--- src/rtl/morphology_pkg.sv ---
// Shared types and constants for the binary morphology datapath.
package morphology_pkg;

  typedef enum logic [1:0] {
    IDLE = 2'd0,
    FILL = 2'd1,
    FULL = 2'd2
  } state_e;

  localparam int unsigned ERR_CNT_W = 8;

endpackage

--- src/rtl/frame_beat_counter.sv ---
// Beat index within the frame being assembled, with clear/load-1/increment controls.
module frame_beat_counter #(
  parameter int unsigned NBeats = 8,
  parameter int unsigned CntW   = 3
) (
  input  logic            clk,
  input  logic            rst_n,
  input  logic            clr,
  input  logic            load1,
  input  logic            inc,
  output logic [CntW-1:0] count,
  output logic            last_beat_c
);

  // Beat index register; clear has priority over load, load over increment.
  always_ff @(posedge clk) begin
    if (!rst_n) begin
      count <= '0;
    end else if (clr) begin
      count <= '0;
    end else if (load1) begin
      count <= CntW'(1);
    end else if (inc) begin
      count <= count + CntW'(1);
    end
  end

  assign last_beat_c = (count == CntW'(NBeats - 1));

endmodule

--- src/rtl/frame_packer.sv ---
// Packs a row-major stream of binary pixel beats into one flat Width*Height frame.
module frame_packer
  import morphology_pkg::*;
#(
  parameter int unsigned Width     = 32,
  parameter int unsigned Height    = 32,
  parameter int unsigned BeatWidth = 8
) (
  input  logic                      clk,
  input  logic                      rst_n,
  input  logic [BeatWidth-1:0]      pixIn,
  input  logic                      pixValid,
  input  logic                      pixSof,
  output logic                      pixReady,
  output logic [Width*Height-1:0]   imageOut,
  output logic                      imageValid,
  input  logic                      imageReady,
  output logic [ERR_CNT_W-1:0]      errCount
);

  localparam int unsigned NBeats = (Width * Height) / BeatWidth;
  localparam int unsigned CntW   = (NBeats > 1) ? $clog2(NBeats) : 1;

  if (((Width * Height) % BeatWidth) != 0) begin : g_bad_beat_width
    $fatal(1, "frame_packer: Width*Height must be a multiple of BeatWidth");
  end

  state_e            state;
  state_e            state_next;
  logic [CntW-1:0]   count;
  logic              last_beat_c;
  logic              cnt_clr;
  logic              cnt_load1;
  logic              cnt_inc;
  logic              wr_en;
  logic [CntW-1:0]   wr_slot;
  logic              err_inc;
  logic              accept;
  logic              take;

  // The first beat of a frame lands in slot 0; a single-beat frame completes immediately.
  localparam state_e SofNext = (NBeats == 1) ? FULL : FILL;

  assign pixReady = rst_n && (state != FULL);
  assign accept   = pixValid && pixReady;
  assign take     = imageValid && imageReady;

  frame_beat_counter #(
    .NBeats (NBeats),
    .CntW   (CntW)
  ) u_beat_counter (
    .clk         (clk),
    .rst_n       (rst_n),
    .clr         (cnt_clr),
    .load1       (cnt_load1),
    .inc         (cnt_inc),
    .count       (count),
    .last_beat_c (last_beat_c)
  );

  // State register.
  always_ff @(posedge clk) begin
    if (!rst_n) begin
      state <= IDLE;
    end else begin
      state <= state_next;
    end
  end

  // Next state, counter controls, slot write decode and error events.
  always_comb begin
    state_next = state;
    cnt_clr    = 1'b0;
    cnt_load1  = 1'b0;
    cnt_inc    = 1'b0;
    wr_en      = 1'b0;
    wr_slot    = '0;
    err_inc    = 1'b0;
    case (state)
      IDLE: begin
        if (accept) begin
          if (pixSof) begin
            wr_en      = 1'b1;
            cnt_load1  = 1'b1;
            state_next = SofNext;
          end else begin
            err_inc = 1'b1;
          end
        end
      end
      FILL: begin
        if (accept) begin
          if (pixSof) begin
            // Resync: abandon the partial frame and restart at slot 0.
            err_inc    = 1'b1;
            wr_en      = 1'b1;
            cnt_load1  = 1'b1;
            state_next = SofNext;
          end else begin
            wr_en   = 1'b1;
            wr_slot = count;
            if (last_beat_c) begin
              cnt_clr    = 1'b1;
              state_next = FULL;
            end else begin
              cnt_inc = 1'b1;
            end
          end
        end
      end
      FULL: begin
        if (take) begin
          state_next = IDLE;
        end
      end
      default: begin
        state_next = IDLE;
      end
    endcase
  end

  // Frame storage; no writes can occur while FULL, so the frame stays stable until taken.
  always_ff @(posedge clk) begin
    if (!rst_n) begin
      imageOut <= '0;
    end else if (wr_en) begin
      for (int s = 0; s < int'(NBeats); s++) begin
        if (wr_slot == CntW'(s)) begin
          imageOut[s*BeatWidth +: BeatWidth] <= pixIn;
        end
      end
    end
  end

  // Frame-valid flag tracks the FULL state as a registered output.
  always_ff @(posedge clk) begin
    if (!rst_n) begin
      imageValid <= 1'b0;
    end else begin
      imageValid <= (state_next == FULL);
    end
  end

  // Saturating error counter for orphan beats and abandoned partial frames.
  always_ff @(posedge clk) begin
    if (!rst_n) begin
      errCount <= '0;
    end else if (err_inc && (errCount != {ERR_CNT_W{1'b1}})) begin
      errCount <= errCount + ERR_CNT_W'(1);
    end
  end

endmodule

--- config.mk ---
export PLATFORM = sky130hd
export DESIGN_NAME = frame_packer
export DESIGN_NICKNAME = d
export VERILOG_FILES = /design/src/rtl/morphology_pkg.sv /design/src/rtl/frame_beat_counter.sv /design/src/rtl/frame_packer.sv
export SDC_FILE = /design/constraint.sdc
export NUM_CORES = 2
export LEC_CHECK = 0
export ABC_AREA = 1
export BUFFER_PORTS_ARGS = -buffer_cell sky130_fd_sc_hd__buf_2
export CAP_MARGIN = 20
export CORE_AREA = 2 2 412 414
export CTS_BUF_LIST = sky130_fd_sc_hd__clkbuf_4 sky130_fd_sc_hd__clkbuf_8
export DETAILED_ROUTE_END_ITERATION = 10
export DIE_AREA = 0 0 414 416
export GPL_TIMING_DRIVEN = 0
export PLACE_DENSITY = 0.36
export SYNTH_ARGS = -nofsm -noshare
export SYNTH_HDL_FRONTEND = slang
export SYNTH_SLANG_ARGS = --single-unit
--- constraint.sdc ---
create_clock -name clk -period 2.2 [get_ports clk]
set_input_delay 0.11 -clock clk [delete_from_list [all_inputs] [get_ports clk]]
set_output_delay 0.11 -clock clk [all_outputs]
set_load 0.05 [all_outputs]
==> impl_metrics.tcl <==
set metrics [dict create \
    numPortBuffers 1038 \
    clkLatencyLatePin_ps 990 \
    final_core_util 0.307 \
    drtIter0Drc 2411 \
    grt_max_degree 17 \
    dpl.cell_count 8101 \
    cp-end-kind "flop" \
    yosys_most_used_dff "dfxtp_1" \
    fp.coreArea_um2 168000 \
    cp_slowest_cell "dfxtp_1" \
    fin_cells 8531 \
    ys_ff_latch 1042 \
    cp.arrival_ps 3020 \
    switching_power_mw 10.5 \
    cts_buffer_depth 3 \
    clkPwrFrac 0.504 \
    layout_commonest_cell "nor2_1" \
    seq_area_frac_synth 0.563 \
    nets 6164 \
    cts_buffers 197 \
    pwr-share-seq 0.454 \
    num_rows 151 \
    fin_crit_ps 2180 \
    cts_tree "yes" \
    die_w_um 414 \
    syn-num-nets 4842 \
    hold_viol 0 \
    grt-ovfl-total 0 \
    p_leak_nw 23.4 \
    clock_skew_ps 47.7 \
    hold_path_class "in2reg" \
    cp_max_fo 10 \
    max_stage_delay_ps 360 \
    dpl_worst_slack_ps -1300 \
    wl_per_cell_um 24.6 \
    yosys_warnings 0 \
    synth.avg_cell_area_um2 7.67 \
    mostFrequentLayoutCells "nor2_1 (1970), buf_2 (1042), dfxtp_1 (1040)" \
    cts_root_buf "clkbuf_8" \
    path_cells "inv_2, nand4_4, buf_12, nor2_4, nand3_4, clkinv_8, buf_12, nand2_4, o21ai_1, nor2_1" \
    rsz0062_at_grt "yes" \
    grtUsageTotal 0.235 \
    grt_pass1_vias 35600 \
    die_area_um2 172000 \
    drt_pass1_iterations 7 \
    worstPathRequired_ps 3040 \
    clkTransAtPathRegs_ps 60 \
    cellPowerDensity_nw_per_um2 807 \
    relSlewSlack 0.308 \
    synth_cell_type_count 33 \
    async_flop_share 0 \
    tns_ps 0 \
    fp.dieH_um 416 \
    grt_pass1_wl_mm 288 \
    htree_levels 4 \
    dp_hpwl_mm 156 \
    startpoint_type "flop" \
    worstMarginPinSlew_ps 1040 \
    placed_area_um2 45400 \
    antenna_found_initial 11 \
    pwr-share-comb 0.042 \
    antenna_left 0 \
    vias 37500 \
    synth_edf_count 0 \
    finalCritPeriodShare 0.993 \
    fmax_ghz 0.458 \
    drcViolationCount 0 \
    initial_core_util 0.220 \
    synth_area_um2 37000 \
    final_cell_area_um2 51600 \
    outcome "finished clean" \
    ioPinCount 1047 \
    routed_wl_mm 210 \
    p_sw_frac 0.252 \
    drv_slew 0 \
    cts.sinks 1042 \
    fin_ws_ps 16.3 \
    crit_type "reg2reg" \
    report.final.setup_viol 0 \
    viasPerCell 4.40 \
    gp_congestion 0.840 \
    drive_above_1_share 0.287 \
    max-vdd-ir-drop_mv 0.628 \
    netlist_instances 4827 \
    area_growth_pct 39.3 \
    max-cap-violations 0 \
    p_int_mw 31.2 \
    cp_common_cell "buf_12" \
]
path summary, 6_finish.rpt:
path,from,to,slack (ps),depth (start not counted)
setup / recovery,state[1]$_SDFF_PN0_,imageOut[713]$_SDFFE_PN0P_,20,10
hold / removal,rst_n,u_beat_counter.count[0]$_SDFFE_PP0P_,80,6
setup reg to reg,state[1]$_SDFF_PN0_,imageOut[713]$_SDFFE_PN0P_,20,10
hold reg to reg,imageOut[135]$_SDFFE_PN0P_,imageOut[135]$_SDFFE_PN0P_,450,2
cells in the mapped netlist (all sizes together) (4+ instances only):
library cell  count  area (um2)
a21oi            60         327
o21ai           982        4910
nand2           248        1170
clkbuf          227         852
nand4             4        31.3
buf              13        97.6
inv             160         601
nor3              5        25.0
nand3            52         290
nor2           2003        7660
xor2              6        52.6
clkinv           18        90.1
dfxtp          1042       20900
per-stage QoR:
stage,hold WS [ps],total power [mW]
finish,83.8,41.6
global route,63.2,43.1
CTS,91.1,42.2
detailed placement,419,21.1
global placement,411,21.0
floorplan,310,20.2
power by group through the flow:
| stage | sequential, mW | clock, mW | combinational, mW |
|---|---|---|---|
| floorplan | 19.3 | 0 | 0.852 |
| global placement | 19.3 | 0 | 1.72 |
| detailed placement | 19.3 | 0 | 1.75 |
| CTS | 18.9 | 21.6 | 1.79 |
| global route | 18.9 | 22.3 | 1.92 |
| finish | 18.9 | 21.0 | 1.76 |
cell type report:
class / instances / area [um2]
Antenna cell: 7 / 17.5
Buffer: 239 / 1050
Clock buffer: 333 / 4050
Clock inverter: 23 / 260
Fill cell: 18700 / 117000
Inverter: 178 / 941
Multi-Input combinational cell: 3367 / 15200
Sequential cell: 1042 / 20900
Tap cell: 2218 / 2780
Timing Repair Buffer: 1124 / 6470
registers in the layout, summed over array words and instances (netlist names):
register / flops
u_beat_counter.count: 7
imageValid: 1
errCount: 8
imageOut: 1024
state: 2
critical path, delay by kind of cell (launching register included):
family,cells,cell delay (ps)
simple gates,5,720
compound gates,1,250
flops,1,360
buf+inv,4,700
logic make-up after synthesis:
| logic type | share of synthesized area |
|---|---|
| AO/OA/AOI/OAI | 0.142 |
| XOR/XNOR | 0.00189 |
| flip-flops | 0.563 |
| AND/OR/NAND/NOR | 0.248 |
| buffers and inverters | 0.0443 |
| adder cells (fa/ha/maj) | 0.000676 |
routing by layer:
layer  vias up  GRT usage  share of wire
li1      18200          -              -
met1     18000      0.284           0.42
met2      1084      0.402           0.48
met3       257     0.0698          0.068
met4         0     0.0721          0.031
met5         -          0              0
what timing repair did:
item,CTS,global route
pin swaps,21,8
hold buffers,15,0
endpoints found under the hold margin,109,0
endpoints found under the setup margin,1024,845
buffers inserted,44,8
gates resized for setup,133,232
Note: power is estimated with default switching activity, not from simulation.
